$ cat src/rtl/ps2_host_tx_pkg.sv
// Shared types and constants for the PS/2 host-to-device transmitter.
// Imported by ps2_host_tx and ps2_sync_edge.
package ps2_host_tx_pkg;

  typedef enum logic [2:0] {
    IDLE,
    INHIBIT,
    REQ,
    SHIFT,
    ACK,
    WAITIDLE,
    DONE,
    ERR
  } state_t;

  localparam logic [7:0] CMD_SET_LEDS = 8'hED;
  localparam logic [7:0] CMD_ENABLE   = 8'hF4;
  localparam logic [7:0] CMD_RESET    = 8'hFF;

  // 100 us inhibit and 2 ms inter-edge timeout at 24 MHz
  localparam int DEF_INHIBIT_CYCLES = 2400;
  localparam int DEF_TIMEOUT_CYCLES = 48000;

  function automatic logic [9:0] frame_bits(input logic [7:0] d);
    return {1'b1, ~^d, d};
  endfunction

endpackage

$ cat src/rtl/ps2_sync_edge.sv
// Two-flop synchronizer for a PS/2 pin with falling-edge detect.
// Resets to the idle (released, high) line level.
module ps2_sync_edge
  import ps2_host_tx_pkg::*;
(
  input  logic clk,
  input  logic reset,
  input  logic pin,
  output logic level,
  output logic fall
);

  logic meta;
  logic prev;

  always_ff @(posedge clk) begin
    if (reset) begin
      meta  <= 1'b1;
      level <= 1'b1;
      prev  <= 1'b1;
    end else begin
      meta  <= pin;
      level <= meta;
      prev  <= level;
    end
  end

  assign fall = prev & ~level;

endmodule

$ cat src/rtl/ps2_host_tx.sv
// PS/2 host-to-device transmitter: inhibit, request-to-send,
// device-clocked 11-bit frame, then ACK check, via open-collector enables.
module ps2_host_tx
  import ps2_host_tx_pkg::*;
#(
  parameter int INHIBIT_CYCLES = DEF_INHIBIT_CYCLES,
  parameter int TIMEOUT_CYCLES = DEF_TIMEOUT_CYCLES
) (
  input  logic       CLK,
  input  logic       RESET,
  input  logic [7:0] tx_data,
  input  logic       tx_start,
  output logic       tx_busy,
  output logic       tx_done,
  output logic       tx_error,
  input  logic       ps2_clk_in,
  input  logic       ps2_data_in,
  output logic       ps2_clk_oe,
  output logic       ps2_data_oe
);

  localparam int MAXC = (INHIBIT_CYCLES > TIMEOUT_CYCLES)
                      ? INHIBIT_CYCLES : TIMEOUT_CYCLES;
  localparam int CW = $clog2(MAXC + 1);
  localparam logic [CW-1:0] INH_LAST = CW'(INHIBIT_CYCLES - 1);
  localparam logic [CW-1:0] TO_MAX   = CW'(TIMEOUT_CYCLES);

  state_t        state;
  state_t        next;
  logic [CW-1:0] cnt;
  logic [CW-1:0] cnt_inc;
  logic [9:0]    shreg;
  logic [3:0]    bitcnt;
  logic          line_bit;
  logic          expired;
  logic          watch;
  logic          clk_s;
  logic          clk_fall;
  logic          data_s;

  ps2_sync_edge u_clk_sync (
    .clk   (CLK),
    .reset (RESET),
    .pin   (ps2_clk_in),
    .level (clk_s),
    .fall  (clk_fall)
  );

  ps2_sync_edge u_data_sync (
    .clk   (CLK),
    .reset (RESET),
    .pin   (ps2_data_in),
    .level (data_s),
    .fall  ()
  );

  assign watch   = (state == SHIFT) || (state == ACK)
                || (state == WAITIDLE);
  assign cnt_inc = (cnt == '1) ? cnt : cnt + 1'b1;

  always_ff @(posedge CLK) begin
    if (RESET) state <= IDLE;
    else       state <= next;
  end

  always_comb begin
    next = state;
    unique case (state)
      IDLE:     if (tx_start) next = INHIBIT;
      INHIBIT:  if (cnt == INH_LAST) next = REQ;
      REQ:      next = SHIFT;
      SHIFT: begin
        if (expired) next = ERR;
        else if (clk_fall && bitcnt == 4'd10) next = ACK;
      end
      ACK: begin
        if (expired) next = ERR;
        else if (clk_fall) next = data_s ? ERR : WAITIDLE;
      end
      WAITIDLE: begin
        if (expired) next = ERR;
        else if (clk_s && data_s) next = DONE;
      end
      DONE:     next = IDLE;
      ERR:      next = IDLE;
      default:  next = IDLE;
    endcase
  end

  // Timeout is flagged one cycle after the count reaches its limit.
  always_ff @(posedge CLK) begin
    if (RESET) begin
      cnt      <= '0;
      shreg    <= '0;
      bitcnt   <= '0;
      line_bit <= 1'b0;
      expired  <= 1'b0;
    end else begin
      expired <= watch && !clk_fall && (cnt == TO_MAX);
      unique case (state)
        IDLE: begin
          cnt      <= '0;
          bitcnt   <= '0;
          line_bit <= 1'b0;
          if (tx_start) shreg <= frame_bits(tx_data);
        end
        INHIBIT: cnt <= cnt_inc;
        REQ:     cnt <= '0;
        SHIFT, ACK, WAITIDLE: begin
          cnt <= clk_fall ? '0 : cnt_inc;
          if (state == SHIFT && clk_fall && bitcnt != 4'd10) begin
            line_bit <= shreg[0];
            shreg    <= {1'b0, shreg[9:1]};
            bitcnt   <= bitcnt + 4'd1;
          end
        end
        default: cnt <= '0;
      endcase
    end
  end

  always_comb begin
    tx_busy     = 1'b1;
    tx_done     = 1'b0;
    tx_error    = 1'b0;
    ps2_clk_oe  = 1'b0;
    ps2_data_oe = 1'b0;
    unique case (state)
      IDLE:    tx_busy = 1'b0;
      INHIBIT: ps2_clk_oe = 1'b1;
      REQ:     ps2_data_oe = 1'b1;
      SHIFT:   ps2_data_oe = ~line_bit;
      DONE: begin
        tx_busy = 1'b0;
        tx_done = 1'b1;
      end
      ERR: begin
        tx_busy  = 1'b0;
        tx_error = 1'b1;
      end
      default: ;
    endcase
  end

endmodule

$ cat config.mk
export PLATFORM = sky130hd
export DESIGN_NAME = ps2_host_tx
export DESIGN_NICKNAME = d
export VERILOG_FILES = /design/src/rtl/ps2_host_tx_pkg.sv /design/src/rtl/ps2_sync_edge.sv /design/src/rtl/ps2_host_tx.sv
export SDC_FILE = /design/constraint.sdc
export NUM_CORES = 1
export LEC_CHECK = 0
export BUFFER_PORTS_ARGS = -buffer_cell sky130_fd_sc_hd__buf_4
export CAP_MARGIN = 5
export CELL_PAD_IN_SITES_DETAIL_PLACEMENT = 1
export CELL_PAD_IN_SITES_GLOBAL_PLACEMENT = 1
export CORE_MARGIN = 3
export CORE_UTILIZATION = 42
export CTS_BUF_LIST = sky130_fd_sc_hd__clkbuf_8
export CTS_CLUSTER_SIZE = 40
export DETAILED_ROUTE_END_ITERATION = 6
export GPL_TIMING_DRIVEN = 0
export MAX_ROUTING_LAYER = met4
export PLACE_DENSITY_LB_ADDON = 0.1
export SLEW_MARGIN = 30
export SYNTH_ARGS = -nofsm -noshare
export SYNTH_HDL_FRONTEND = slang
export SYNTH_SLANG_ARGS = --single-unit
export TNS_END_PERCENT = 100
$ cat constraint.sdc
create_clock -name CLK -period 1.61 [get_ports CLK]
set_input_delay 0.161 -clock CLK [delete_from_list [all_inputs] [get_ports CLK]]
set_output_delay 0.161 -clock CLK [all_outputs]
set_load 0.05 [all_outputs]
### Yosys cells after proc, flatten, opt, wreduce, memory -nomap -nowiden

Cells that the tools add are included.

* add/sub/neg operators: 2
* eq/ne operators: 18
* muxes and demuxes: 25
* bitwise gates (word level): 3
* reductions and logical operators: 18

Operators by type and width (number)
* $eq A16 B16 Y1 const B: 2
* $mux W16: 2
* $pmux W16 S2: 1
* $mux W3: 8
* $pmux W3 S7: 1
* $mux W10: 2
* $pmux W10 S2: 1
* $add A16 B1 Y16 const B: 1
* $eq A16 B12 Y1 const B: 1
* $eq A3 B3 Y1 const B: 4
* $pmux W4 S2: 1
* $reduce_xnor A8 Y1: 1
* $eq A3 B2 Y1 const B: 2
* $logic_and A1 B1 Y1: 6
* $ne A2 B2 Y1 const B: 3
* $ne A3 B2 Y1 const B: 2
* $reduce_or A3 Y1: 2
* $mux W1: 5
* $reduce_and A5 Y1: 1
* $add A4 B1 Y4 const B: 1
* $eq A4 B4 Y1 const B: 1
* $mux W4: 1
* $ne A4 B4 Y1 const B: 1
* $pmux W1 S2: 2
* 12 further kinds: 14

* bits in registers: 40
* input port bits: 13
* output and inout port bits: 5
* word-level logic and storage cells: 77

### Depth between registers and ports, before layout

* depth in word-level cells: 6
* depth in mapped cells: 8
* depth with buffers taken out: 7

### Cells and area by module

Synthesis repeated with hierarchy kept, for this count alone.

* cells, all modules: 243
* area, all modules: 2148.3 um2

By module, submodules not included
* ps2_host_tx: times used 1, cells each 229, area each 1978.1 um2, sequential area each 700.7 um2
* ps2_sync_edge: times used 2, cells each 7, area each 85.1 um2, sequential area each 60.1 um2

### Least setup slack after synthesis

Ideal clock, no wire load.

* path kind: register to register
* from: register state[1]
* to: register cnt[1]
* library setup time: 70 ps
* arrival time: 1663 ps
* required time: 1540 ps
* slack: -122 ps
* cell stages (with the launch flop): 8
* path buffers: 2
* period minus slack after synthesis: 1732 ps
* cell sequence: dfxtp_1 > nor2_1 > and2_1 > a21oi_1 > or2_1 > buf_2 > buf_6 > a21oi_1

* word-level cells in the longest chain between the ends: 3
* elaborated cells between the ends (all ways): 6
* those cells by class: eq/ne (4); mux (1); reduce/logical (1)

RTL lines
* start: declaration: line ps2_host_tx.sv:28 `state_t state;`
* start signal: assignment: line ps2_host_tx.sv:63 `else state <= next;`
* $eq A3 B2 Y1 / $eq A3 B3 Y1 (equally long branches): line ps2_host_tx.sv:100 `unique case (state)`
* $reduce_or A3 Y1: line ps2_host_tx.sv:100
* $pmux W16 S2 *: line ps2_host_tx.sv:100
* end signal: assignment: line ps2_host_tx.sv:107 `INHIBIT: cnt <= cnt_inc;`
* end signal: assignment: line ps2_host_tx.sv:110 `cnt <= clk_fall ? '0 : cnt_inc;`
* end: declaration: line ps2_host_tx.sv:30 `logic [CW-1:0] cnt;`

Mark *: on every way between the ends. The rest lies on a longest branch, timed or not.
A chain may end at the register's enable or synchronous reset.

### Worst setup path after layout

* from: register cnt[0]
* to: register cnt[9]

* word-level cells in the longest chain between the ends: 4
* elaborated cells between the ends (all ways): 5
* those cells by class: add/sub (1); eq/ne (1); mux (3)

RTL lines
* $add A16 B1 Y16 / $eq A16 B16 Y1 (equally long branches): line ps2_host_tx.sv:59 `assign cnt_inc = (cnt == '1) ? cnt : cnt + 1'b1;`
* $mux W16 *: line ps2_host_tx.sv:59
* $mux W16: line ps2_host_tx.sv:110
* $pmux W16 S2 *: line ps2_host_tx.sv:100

Marks and branches as above.

==> flow_summary.toml <==
[floorplanning]
die_height_um = 75.9
die_x_um = 75.9
initial_core_util_pct = 45.3
io_pins = 18
die-area_um2 = 5760
core_um2 = 4530
fp-row-count = 24

[final_layout]
num_antenna_cells = 0
fin_nets = 309
drive_gt1_share_pct = 43.0
final_cell_mix = "buf_4 (34), nand2_1 (28), dfxtp_1 (23), nor2_1 (19), dfxtp_2 (12)"
final_core_util_pct = 64.5
final_area_um2 = 2920
layout_commonest_cell = "buf_4"
syn_to_final_growth_pct = 42.4

[clocking]
htreeDepth = 2
hold_buffers = 0
cts.sinks = 40
cts_buffers = 5
clk_latency_ps = 310
clk_pin_slew_ps = 90
root_buffer = "clkbuf_8"
cts_tree = "built"
clock_path_buffers = 2

[drt]
vias = 2053
routed_wl_mm = 7.23
via_per_inst = 5.73
drt_iter0_drc = 90
wl_per_cell_um = 20.2
dr.pass1.iters = 4
drc = 0
ant_nets = 0

[placed_design]
gp_congestion = 0.811
portBuffers = 16
hpwl_mm = 3.55
post_dp_cell_area_um2 = 2270

[grt]
grt_remaining_overflow = 0
grt_start_max_net_pins = 14
grt_first_pass_wirelength_mm = 9.43
track_usage_pct = 20.5
first_global_vias = 1916
grt_antenna_before_repair = 0

[yosys]
syn_nets = 265
yosysSeqAreaShare_pct = 39.0
yosys_warnings = 0
synth.distinct_cells = 40
ys_seq_elements = 40
syn-instance-count = 248
netlist_area_um2 = 2050
synth_area_per_cell_um2 = 8.28

[power_and_ir_drop]
combPwrFrac_pct = 37.2
power_frac_seq_pct = 36.1
p_leak_nw = 1.05
switching_share_pct = 35.4
net-switching-power_mw = 1.21
clockPowerShare_pct = 26.7
peakVddDrop_mv = 0.826
p_int_mw = 2.20
p_per_area_nw_per_um2 = 1170

[worst_setup_path]
critPathRequiredTime_ps = 1810
rrSetupSlack_ps = -150
cp-endpoint = "cnt[9]"
end_kind = "flop"
reg2reg_from = "cnt[0]"
rr_endpoint = "cnt[9]"
reg2reg_depth = 8
path_class = "reg2reg"
crit_fanout = 6
start_kind = "flop"
cp.arrival_ps = 1960
cp-startpoint = "cnt[0]"

[sta]
whs_ps = 40.0
setup_viol = 17
hold_viol_final = 0
rsz0062_at_grt = "yes"
finalCritPeriodShare_pct = 109
max_slew.worst_pin.slew_ps = 615
max_freq_mhz = 569
fin_skew_ps = 12.4
relSlewSlack_pct = 59.0
min_period_ps = 1760
slew_violations = 0
finalWorstSetupSlack_ps = -146

[hold_path]
hold_path_class = "in2reg"

[outcome]
status = "complete, but fails checks"
violations = "setup timing"

[job]
drv_cap = 0
## cell type report
cell class,instances,area [um2]
clock inverters,2,38.8
repair buffers,38,322
well taps,65,81.3
clock buffers,6,82.6
multi-input cells,186,1410
flip-flops and latches,40,835
inverters,7,28.8
plain buffers,14,124
fillers,507,1610
## stage by stage
step | std cells | worst slack, ps | TNS [ps] | power (mW)
finish | 358 | -146 | -552 | 3.41
global route | 358 | -224 | -2460 | 3.58
CTS | 348 | -18.9 | -28.9 | 3.08
detailed placement | 329 | -192 | -3280 | 2.06
global placement | 329 | -156 | -2410 | 2.04
floorplan | 248 | -22.0 | -44.7 | 1.83
## sequential cells by signal, indices dropped and copies added (netlist names)
| register | cells |
|---|---|
| shreg | 10 |
| u_clk_sync.meta | 1 |
| state | 3 |
| u_clk_sync.prev | 1 |
| expired | 1 |
| cnt | 16 |
| u_data_sync.level | 1 |
| u_data_sync.meta | 1 |
| u_clk_sync.level | 1 |
| line_bit | 1 |
| bitcnt | 4 |
## logic make-up after synthesis
| group | share of synthesized area (%) |
|---|---|
| AND/OR/NAND/NOR | 31.0 |
| flip-flops | 39.0 |
| AO/OA/AOI/OAI | 14.4 |
| buffers and inverters | 5.00 |
| XOR/XNOR | 7.68 |
| adder cells (fa/ha/maj) | 2.44 |
| multiplexers | 0.548 |
## synthesized netlist by cell type
library cell  count  area [um2]
or2_2             5        31.3
a31oi_1           3        18.8
xor2_1            8        70.1
a311oi_1         10        87.6
or2_1             1        6.26
o21bai_1          1        7.51
nand4_1           5        31.3
o2111ai_1         3        26.3
ha_1              4        50.1
nand2_1          29         109
xnor2_1          10        87.6
a2111oi_0         1        8.76
buf_6             1        11.3
clkbuf_1          6        22.5
o21ai_0           5        25.0
inv_1             7        26.3
buf_4             1        7.51
dfxtp_1          40         801
buf_2             7        35.0
nand4_2           1        12.5
and2_1            2        12.5
nor4_1            1        6.26
mux2_2            1        11.3
nor3_1           13        65.1
nand3_1          10        50.1
o2bb2ai_4         1        27.5
a21oi_1          11        55.1
nor4b_1           3        26.3
a211oi_1          3        22.5
nor2b_1           5        31.3
nor3_2            1        10.0
nor2_1           29         109
a41oi_2           1        16.3
nor2_2            1        6.26
and4_1            2        17.5
and3_1            4        25.0
nand3b_1          3        22.5
and3b_2           1        10.0
nor3b_1           3        22.5
nand2b_1          5        31.3
## power groups by stage
stage                     Clock (mW)  Sequential (mW)  Combinational (mW)
final                          0.909             1.23                1.27
after global routing           0.974             1.24                1.37
after CTS                      0.905             1.21               0.968
after detailed placement           0             1.22               0.844
after global placement             0             1.21               0.827
after floorplan                    0             1.20               0.627
## routing by layer
layer / wire (um) / track usage [%]
met1: 3180 / 27.2
met2: 3600 / 31.1
met3: 257 / 4.38
met4: 193 / 6.70
met5: 0 / -
## worst max-delay path, cell delays in order (launching register included)
cell and delay (ps):
dfxtp_4 370, ha_4 130, and4_1 220, buf_6 130, nand4_4 120, buf_8 170, o2111ai_4 220, xor2_1 230
nor2_1 70
## how the worst min path moves through the flow
stage                     start          endpoint  slack, ps  cells past startpoint
global placement    ps2_data_in  u_data_sync.meta        350                      2
floorplan            ps2_clk_in   u_clk_sync.meta        260                      1
finish              ps2_data_in  u_data_sync.meta         40                      2
global route        ps2_data_in  u_data_sync.meta         30                      2
CTS                 ps2_data_in  u_data_sync.meta         30                      2
detailed placement  ps2_data_in  u_data_sync.meta        350                      2
## repair_timing
| action | 4_1_cts | 5_1_grt |
|---|---|---|
| gates resized for setup | 28 | 66 |
| gates cloned | 0 | 1 |
| pin swaps | 8 | 29 |
| setup endpoints to repair | 35 | 34 |
| setup buffers | 11 | 10 |
Power figures use the tool's default switching activity.
